### src/rtl/nibble_lane_packer.sv
// Packs a stream of LW-bit nibbles, first nibble into lane 0, into OUTW-bit words on a registered valid/ready output.
// Optional partial-word flush is compiled in with NIBBLE_LANE_PACKER_FLUSH_EN.
module nibble_lane_packer #(
    parameter int NLANES = 8,
    parameter int LW     = 4,
    parameter int OUTW   = 128
) (
    input  logic                          clk,
    input  logic                          rst_n,
    input  logic                          in_valid,
    output logic                          in_ready,
    input  logic [LW-1:0]                 in_data,
    output logic                          out_valid,
    input  logic                          out_ready,
    output logic [OUTW-1:0]               out_data,
    output logic [$clog2(NLANES+1)-1:0]   out_len,
    input  logic                          flush
);

    localparam int IDXW = $clog2(NLANES);
    localparam int LENW = $clog2(NLANES + 1);
    localparam int ACCW = NLANES * LW;

    logic [IDXW-1:0] idx_r;
    logic [ACCW-1:0] acc_r;
    logic            out_valid_r;
    logic [OUTW-1:0] out_data_r;
    logic [LENW-1:0] out_len_r;

    logic            slot_free_s;
    logic            last_s;
    logic            in_fire_s;
    logic            flush_go_s;
    logic            load_s;
    logic [ACCW-1:0] acc_fill_s;
    logic [LENW-1:0] fill_len_s;
    logic [OUTW-1:0] word_s;
    logic [IDXW-1:0] idx_next_s;
    logic [ACCW-1:0] acc_next_s;
    logic            out_valid_next_s;
    logic [OUTW-1:0] out_data_next_s;
    logic [LENW-1:0] out_len_next_s;

`ifndef NIBBLE_LANE_PACKER_FLUSH_EN
    logic unused_flush_s;
    assign unused_flush_s = flush;
`endif

    // The last lane may only be taken when the output register can receive the word.
    assign in_ready = (!last_s) || slot_free_s;

    // Handshake decode, lane fill and next-state selection.
    always_comb begin
        slot_free_s = (!out_valid_r) || out_ready;
        last_s      = (idx_r == IDXW'(NLANES - 1));
        in_fire_s   = in_valid && ((!last_s) || slot_free_s);

        acc_fill_s = acc_r;
        for (int k = 0; k < NLANES; k++) begin
            if (in_fire_s && (idx_r == IDXW'(k))) begin
                acc_fill_s[k*LW +: LW] = in_data;
            end else begin
                acc_fill_s[k*LW +: LW] = acc_r[k*LW +: LW];
            end
        end

`ifdef NIBBLE_LANE_PACKER_FLUSH_EN
        flush_go_s = flush && slot_free_s && ((idx_r != {IDXW{1'b0}}) || in_fire_s);
        fill_len_s = LENW'(idx_r) + (in_fire_s ? LENW'(1) : LENW'(0));
`else
        flush_go_s = 1'b0;
        fill_len_s = LENW'(NLANES);
`endif

        load_s = (in_fire_s && last_s) || flush_go_s;

        // Unfilled lanes of acc are always zero, so a flushed word needs no masking.
        word_s            = {OUTW{1'b0}};
        word_s[ACCW-1:0]  = acc_fill_s;

        if (load_s) begin
            idx_next_s       = {IDXW{1'b0}};
            acc_next_s       = {ACCW{1'b0}};
            out_valid_next_s = 1'b1;
            out_data_next_s  = word_s;
            out_len_next_s   = fill_len_s;
        end else begin
            idx_next_s       = in_fire_s ? (idx_r + IDXW'(1)) : idx_r;
            acc_next_s       = acc_fill_s;
            out_valid_next_s = out_ready ? 1'b0 : out_valid_r;
            out_data_next_s  = out_data_r;
            out_len_next_s   = out_len_r;
        end
    end

    // State and output registers.
    always_ff @(posedge clk or negedge rst_n) begin
        if (!rst_n) begin
            idx_r       <= {IDXW{1'b0}};
            acc_r       <= {ACCW{1'b0}};
            out_valid_r <= 1'b0;
            out_data_r  <= {OUTW{1'b0}};
            out_len_r   <= {LENW{1'b0}};
        end else begin
            idx_r       <= idx_next_s;
            acc_r       <= acc_next_s;
            out_valid_r <= out_valid_next_s;
            out_data_r  <= out_data_next_s;
            out_len_r   <= out_len_next_s;
        end
    end

    assign out_valid = out_valid_r;
    assign out_data  = out_data_r;
    assign out_len   = out_len_r;

endmodule

### config.mk
export PLATFORM = sky130hd
export DESIGN_NAME = nibble_lane_packer
export DESIGN_NICKNAME = d
export VERILOG_FILES = /design/src/rtl/nibble_lane_packer.sv
export SDC_FILE = /design/constraint.sdc
export NUM_CORES = 1
export LEC_CHECK = 0
export CORE_ASPECT_RATIO = 0.9
export CORE_UTILIZATION = 45
export DETAILED_ROUTE_END_ITERATION = 10
export PLACE_DENSITY = 0.82
export SYNTH_ARGS = -nofsm -noshare
export SYNTH_HDL_FRONTEND = slang
export SYNTH_SLANG_ARGS = --single-unit
### constraint.sdc
create_clock -name clk -period 2.4 [get_ports clk]
set_clock_uncertainty 0.05 [all_clocks]
set_input_delay 0.6 -clock clk [delete_from_list [all_inputs] [get_ports clk]]
set_output_delay 0.6 -clock clk [all_outputs]
set_load 0.02 [all_outputs]
## Word-level counts from Yosys, hierarchy flattened

Cells that the tools add are included.

- Reductions and logical operators: 16
- Mux-type cells: 13
- Equality and inequality tests: 7
- Add/subtract/negate cells: 1

Operators with widths:

| cell | number |
|---|---|
| 2-to-1 mux 32 bit | 1 |
| 2-to-1 mux 4 bit | 8 |
| == test 3 bit, second input constant | 4 |
| logical AND 1 bit | 9 |
| == test 3 x 2 -> 1 bit, second input constant | 2 |
| 2-to-1 mux 3 bit | 2 |
| nonzero test 2 bit | 2 |
| adder 3 x 1 -> 3 bit, second input constant | 1 |
| == test 3 x 1 -> 1 bit, second input constant | 1 |
| zero test 3 bit | 1 |
| zero test 1 bit | 2 |
| logical OR 1 bit | 2 |
| 2-to-1 mux 1 bit | 2 |

- Input bits: 9
- Logic and storage cells: 42
- Output and inout port bits: 134
- Register bits after elaboration: 69

## Logic depth before layout (Yosys ltp)

Gate-level depths: netlist of run 1.

- Depth after elaboration: 7
- Depth in mapped cells: 8
- Depth with buffers taken out: 6

## Worst setup path before layout of run 1

No wires, ideal clock.

- Path kind: flip-flop to flip-flop
- From: register idx_r[0]
- To: register idx_r[1]
- Path buffers: 0
- Stages on the path, launching flop included: 7
- Setup time: 0.125 ns
- Clock period less this slack: 1.949 ns
- Required time: 2.225 ns
- Setup slack: 0.451 ns
- Data arrival time: 1.774 ns
- Cells stage by stage: dfrtp_1 -> ha_1 -> ha_1 -> and3b_4 -> clkinv_1 -> nand2_1 -> mux2_2

- Cells in the longest elaborated chain, start to end: 6
- Elaborated cells between the ends (all ways): 9
- Those cells by class: add/sub (1); eq/ne (1); mux (2); reduce/logical (5)

Ends and longest elaborated chain:

| what | RTL line | text |
|---|---|---|
| from (decl) | 24 | `logic [IDXW-1:0] idx_r;` |
| from (signal assigned) | 99 | `idx_r <= {IDXW{1'b0}};` |
| from (signal assigned) | 105 | `idx_r <= idx_next_s;` |
| == test 3 bit (*) | 55 | `last_s = (idx_r == IDXW'(NLANES - 1));` |
| zero test 1 bit (*) | n/a |  |
| logical OR 1 bit (*) | n/a |  |
| net in_ready | 11 | `output logic in_ready,` |
| logical AND 1 bit (*) | 56 | `in_fire_s = in_valid && ((!last_s) \|\| slot_free_s);` |
| logical AND 1 bit | 75 | `load_s = (in_fire_s && last_s) \|\| flush_go_s;` |
| 2-to-1 mux 3 bit or nonzero test 2 bit (tied branches) | n/a |  |

Mark *: on every way through the listed nets, which the timed path passes. The rest lies on a longest branch. The select of a mux whose other input is x is not followed.
A chain may end at the register's enable or synchronous reset.

## Worst setup path after layout of run 1

- From: register idx_r[0]
- To: output in_ready

- Cells in the longest elaborated chain, start to end: 3

Ends and longest elaborated chain:

| what | RTL line | text |
|---|---|---|
| == test 3 bit | 55 |  |
| zero test 1 bit | 50 | `assign in_ready = (!last_s) \|\| slot_free_s;` |
| logical OR 1 bit | 50 |  |
| to (decl) | 11 |  |

No other way between the ends.

==> flow_summary.yaml, run 1 <==
run_status:
  status: "complete, but fails checks"
  violations: "design-rule violations"
finish:
  antennaDiodeCount: 0
  syn_to_final_growth_pct: 10.3
  drive_above_1_share: 0.107
  fin_area_um2: 4160
  final_nets: 441
  n_fill_cell: 692
synthesis:
  synth-seq-cells: 65
  synth_edf_count: 0
  synth_flop_cell: "dfrtp_1"
  yosys.area.top_type: "dfrtp_1"
  synth.top_cell.area_share: 0.431
  synth.area.top_cells: "dfrtp_1 (43%), buf_4 (20%), mux2i_1 (9.8%)"
  yosys-top-cells-count: "buf_4 (100), o21ai_0 (71), dfrtp_1 (65), mux2i_1 (37), a21oi_1 (20)"
  async_reset_ff_frac: 1.00
  synthMostInstantiatedCell: "buf_4"
  synth-seq-area-share: 0.431
  syn_inst: 378
  syn_area_per_cell_um2: 9.97
  ys_types: 29
  syn-cell-area_um2: 3770
  ys_warn_count: 0
worst_setup_path:
  worst_ep_arrival_time_ns: 1.66
  cp.required_ns: 1.75
  startpoint_type: "flop"
  worst-setup-path-type: "flop to output pin"
  crit_path_end_kind: "output pin"
  cp_max_fo: 4
sta:
  finalMaxSlewViolations: 0
  period_needed_ns: 2.31
  max_clock_freq_mhz: 432
  slew_headroom: 0.532
  fin_crit_sh: 0.964
  finalWorstSetupSlack_ns: 0.0871
  rsz0062_at_grt: "false"
  finalSetupViolations: 0
  tightest_slew_ns: 0.695
  hold_violations: 0
  hold_slack_ns: 0.227
  finalSetupTns_ns: 0
global_route:
  first_global_vias: 2345
  antenna_found_initial: 0
  overflow: 0
  track_usage: 0.176
  grt_max_degree: 28
  grt_pass1_wl_um: 11800
power_and_ir_drop:
  p_leak_uw: 0.00207
  cellPowerDensity_nw_per_um2: 1170
  peakVddDrop_v: 0.000399
clock_tree:
  numCtsBuffers: 9
  clk_pin_slew_ns: 0.07
  clk_latency_ns: 0.34
  cts_htree_levels: 3
  cts.sinks: 65
  cts-root-buf: "clkbuf_8"
  clockBufferDepth: 2
  cts_tree: "done"
place:
  place_hpwl_um: 5150
  dpl_cell_area_um2: 3970
  globalplace.congestion: 0.891
  io_buffers: 42
  dp_slack_ns: -0.185
route:
  ant_nets: 0
  drtIter0Drc: 168
  vias_per_cell: 4.92
  num_vias: 2607
  drc: 1
  first_pass_iters: 11
  wl_per_cell_um: 13.9
  routed_wl_um: 7380
die:
  core_um2: 8070
  boundaryPins: 143
  die_h_um: 88.8
  die_x_um: 98.5
  dieArea_um2: 8750
  rows: 31
  start_util: 0.467
worst_hold_path:
  hold_class: "input pin to asynchronous set/reset pin"
job:
  maxCapViolCount: 0
[cells in the final DEF, fill, tap and decap left out, types with 2 or more instances in the layout]
cell type | synthesis | final
clkbuf_1 | 16 | 2
mux2i_1 | 37 | 37
o21ai_0 | 71 | 71
buf_4 | 100 | 21
nand2_1 | 7 | 7
inv_1 | 3 | 3
a31oi_1 | 8 | 8
nand4_1 | 7 | 7
clkbuf_8 | 0 | 11
clkdlybuf4s50_1 | 0 | 40
or3b_1 | 8 | 8
ha_1 | 6 | 5
conb_1 | 1 | 99
nand2b_1 | 4 | 4
a21oi_1 | 20 | 20
clkinv_2 | 0 | 3
mux2_2 | 5 | 5
dfrtp_1 | 65 | 65
nor2_1 | 2 | 2
[final timing paths]
path	startpoint	cells past startpoint	endpoint	slack (ns)
worst min register to register	out_len[3]	1	out_len[3]	0.42
worst max register to register	idx_r[0]	6	out_data[18]	0.43
min in group clk	out_len[3]	1	out_len[3]	0.42
worst max-delay path	idx_r[0]	5	in_ready	0.09
worst min-delay path	rst_n	1	out_data[25]	0.23
max in group asynchronous	rst_n	2	out_data[30]	1.43
[sequential cells by signal, indices dropped and copies added, names as in the netlist]
signal,flops
idx_r,3
acc_r,28
out_len,1
out_valid,1
out_data,32
[layer usage]
layer	global-route usage	wire length [um]	up-vias
met1	0.225	3100	1279
met4	0.0746	99	0
met3	0.0450	508	10
met5	0	0	-
met2	0.286	3670	119
li1	-	-	1199
[power breakdown]
part	leakage, uW	switching [uW]	internal, uW
Combinational	0.00115	1250	974
Clock	0.0000932	412	427
Sequential	0.000824	229	1580
[per-stage QoR]
step                      cells   util  power [uW]
final                       530  0.516        4870
after global routing        530  0.516        5180
after CTS                   529  0.514        4870
after detailed placement    513  0.493        4030
after global placement      513  0.493        3950
after floorplan             476      -        3310
[logic make-up after synthesis]
| logic type | Yosys count | share of synthesized area |
|---|---|---|
| AO/OA/AOI/OAI | 101 | 0.138 |
| adder cells (fa/ha/maj) | 6 | 0.0199 |
| buffers and inverters | 129 | 0.236 |
| flip-flops | 65 | 0.431 |
| multiplexers | 42 | 0.113 |
| other | 1 | 0.000995 |
| AND/OR/NAND/NOR | 34 | 0.0611 |
[critical path, stage by stage (launching register included)]
cell	delay (ns)
dfrtp_1	0.39
ha_1	0.23
ha_2	0.21
and3b_4	0.19
clkinv_1	0.05
clkdlybuf4s15_2	0.25
[what timing repair did]
item	CTS	global route
hold buffers	0	0
buffers inserted	0	1
setup endpoints to repair	1	1
gates resized for setup	3	1
[area by class of cell]
type                       instances  area, um^2  share of cell area
multi-input combinational        282        1630               0.391
clock buffer                      13         159              0.0382
inverter                           4        15.0             0.00361
timing repair buffer              64         594               0.143
clock inverter                     3        15.0             0.00361
sequential                        65        1630               0.391
tap                               99         124              0.0298
(Power assumes the default switching activity.)
==> run 2: changes to the inputs <==
--- a/config.mk
+++ b/config.mk
@@ -8,6 +8,7 @@
 export CORE_ASPECT_RATIO = 0.9
 export CORE_UTILIZATION = 45
 export DETAILED_ROUTE_END_ITERATION = 10
+export GPL_TIMING_DRIVEN = 0
 export PLACE_DENSITY = 0.82
 export SYNTH_ARGS = -nofsm -noshare
 export SYNTH_HDL_FRONTEND = slang
==> run 2 against run 1 <==
Effect of this change:
- the flow still finishes with violations (design-rule violations)
- combinational power increased by 5%
- total power is 5.9% higher
- worst hold slack gained 0.032 ns
- critical path type unchanged
- sequential cell count unchanged
- setup slack better by 0.021 ns
- wire length up 9.0%
- global-route usage rose by 1.4 points
- sequential power about the same
- clock power increased by 20%
- sequential share of layout area fell by 5.8 points
- utilization grew 8.9 points
- largest cell class unchanged
==> flow_summary.yaml, run 2 (same netlist as run 1, synthesis figures left out) <==
sta:
  fin_crit_sh: 0.955
  tightest_slew_ns: 0.725
  finalSetupTns_ns: 0
  hold_violations: 0
  max_clock_freq_mhz: 436
  rsz0062_at_grt: "false"
  slew_headroom: 0.516
  finalMaxSlewViolations: 0
  hold_slack_ns: 0.260
  finalSetupViolations: 0
  period_needed_ns: 2.29
global_route:
  track_usage: 0.189
  overflow: 0
  first_global_vias: 2534
  antenna_found_initial: 0
  grt_max_degree: 34
  grt_pass1_wl_um: 12600
run_status:
  status: "complete, but fails checks"
  violations: "design-rule violations"
finish:
  final_nets: 542
  final_common_cell: "buf_4"
  largest_reg_flops: 32
  drive_above_1_share: 0.252
  utilization: 0.605
  antennaDiodeCount: 0
  syn_to_final_growth_pct: 29.4
  final_cell_mix: "buf_4 (102), conb_1 (99), o21ai_0 (71), dfrtp_1 (65), mux2i_1 (37)"
  n_fill_cell: 679
clock_tree:
  clockBufferDepth: 2
  cts_htree_levels: 3
  cts.sinks: 65
  cts_tree: "done"
  numCtsBuffers: 9
  clk_latency_ns: 0.34
  cts-root-buf: "clkbuf_8"
  clk_pin_slew_ns: 0.07
worst_setup_path:
  startpoint_type: "flop"
  worst-setup-path-type: "flop to output pin"
  cp.required_ns: 1.75
  worst_ep_arrival_time_ns: 1.64
  cp_max_fo: 9
  cp_slowest_cell: "dfrtp_1"
  crit_start: "idx_r[1]"
  r2r-start: "idx_r[1]"
  crit_path_end_kind: "output pin"
  cp_cell_sequence: "ha_1 -> ha_2 -> and3b_4 -> inv_4 -> buf_4"
  worst_path_largest_cell_delay_ns: 0.40
route:
  ant_nets: 0
  num_vias: 2892
  vias_per_cell: 4.59
  wl_per_cell_um: 12.8
  drtIter0Drc: 194
  first_pass_iters: 10
  routed_wl_um: 8040
  drc: 14
die:
  dieArea_um2: 8750
  boundaryPins: 143
  core_um2: 8070
  die_x_um: 98.5
  die_h_um: 88.8
  start_util: 0.467
  rows: 31
place:
  io_buffers: 38
  globalplace.congestion: 0.832
  place_hpwl_um: 5930
power_and_ir_drop:
  peakVddDrop_v: 0.000421
  p_leak_uw: 0.00257
  cellPowerDensity_nw_per_um2: 1060
job:
  maxCapViolCount: 0
worst_hold_path:
  hold_class: "input pin to asynchronous set/reset pin"
-- run 2: cell types whose count changed in the layout (fill, tap and decap cells not counted) --
cell,delta
clkdlybuf4s50_1,-4
buf_1,+1
clkbuf_2,+1
inv_4,+1
clkbuf_1,+16
clkbuf_8,-1
bufinv_16,+2
clkinv_1,-1
clkinv_2,-2
buf_4,+81
buf_6,+3
clkdlybuf4s15_2,-1
buf_2,+4
-- run 2: final cells by class --
type                    count  area [um^2]  area share
flip-flops and latches     65         1630       0.334
repair buffers             40          400      0.0821
multi-input cells         282         1630       0.333
well taps                  99          124      0.0254
clock buffers              12          145      0.0298
inverters                   4         17.5     0.00359
clock inverters             3         65.1      0.0133
plain buffers             125          873       0.179
-- run 2: final timing paths --
kind	endpoint	slack, ns	cells after the start
setup / recovery	in_ready	0.11	5
hold / removal	out_data[25]	0.26	1
setup reg to reg	acc_r[10]	0.25	6
hold reg to reg	out_len[3]	0.45	1
max in group asynchronous	idx_r[2]	1.42	2
min in group clk	out_len[3]	0.45	1
-- run 2: through the flow --
| stage | cells | power (uW) | cell area, um^2 | worst slack, ns |
|---|---|---|---|---|
| 2_1_floorplan | 476 | 3310 | 4140 | 0.451 |
| 3_3_place_gp | 613 | 4060 | 4640 | -1.32 |
| 3_5_place_dp | 614 | 4140 | 4660 | -0.486 |
| 4_1_cts | 630 | 5170 | 4880 | 0.0286 |
| 5_1_grt | 630 | 5470 | 4880 | 0.0463 |
| 6_report | 630 | 5150 | 4880 | 0.108 |
-- run 2: routing by layer --
layer | global-route usage | vias up | wire [um]
met5 | 0 | - | 0
met4 | 0.0936 | 0 | 141
met3 | 0.0537 | 13 | 668
met2 | 0.325 | 125 | 4020
met1 | 0.222 | 1353 | 3210
li1 | - | 1401 | -
-- run 2: worst max-delay path: cells and delay by family, from the launching register on --
family | cells | cell delay (ns)
flops | 1 | 0.40
fa+ha+maj | 2 | 0.42
buf+inv | 2 | 0.26
simple gates | 1 | 0.22
-- run 2: report_power, final --
group | leakage [uW] | switching (uW) | internal (uW)
clock | 0.000106 | 400 | 607
combinational | 0.00164 | 1280 | 1060
sequential | 0.000824 | 232 | 1580
total | 0.00257 | 1910 | 3240
-- run 2: repair_timing --
| action | CTS | global route |
|---|---|---|
| pin swaps | 0 | 0 |
| buffers inserted | 1 | 0 |
| setup endpoints to repair | 1 | 1 |
| resized for setup | 7 | 1 |
| hold buffers | 0 | 0 |
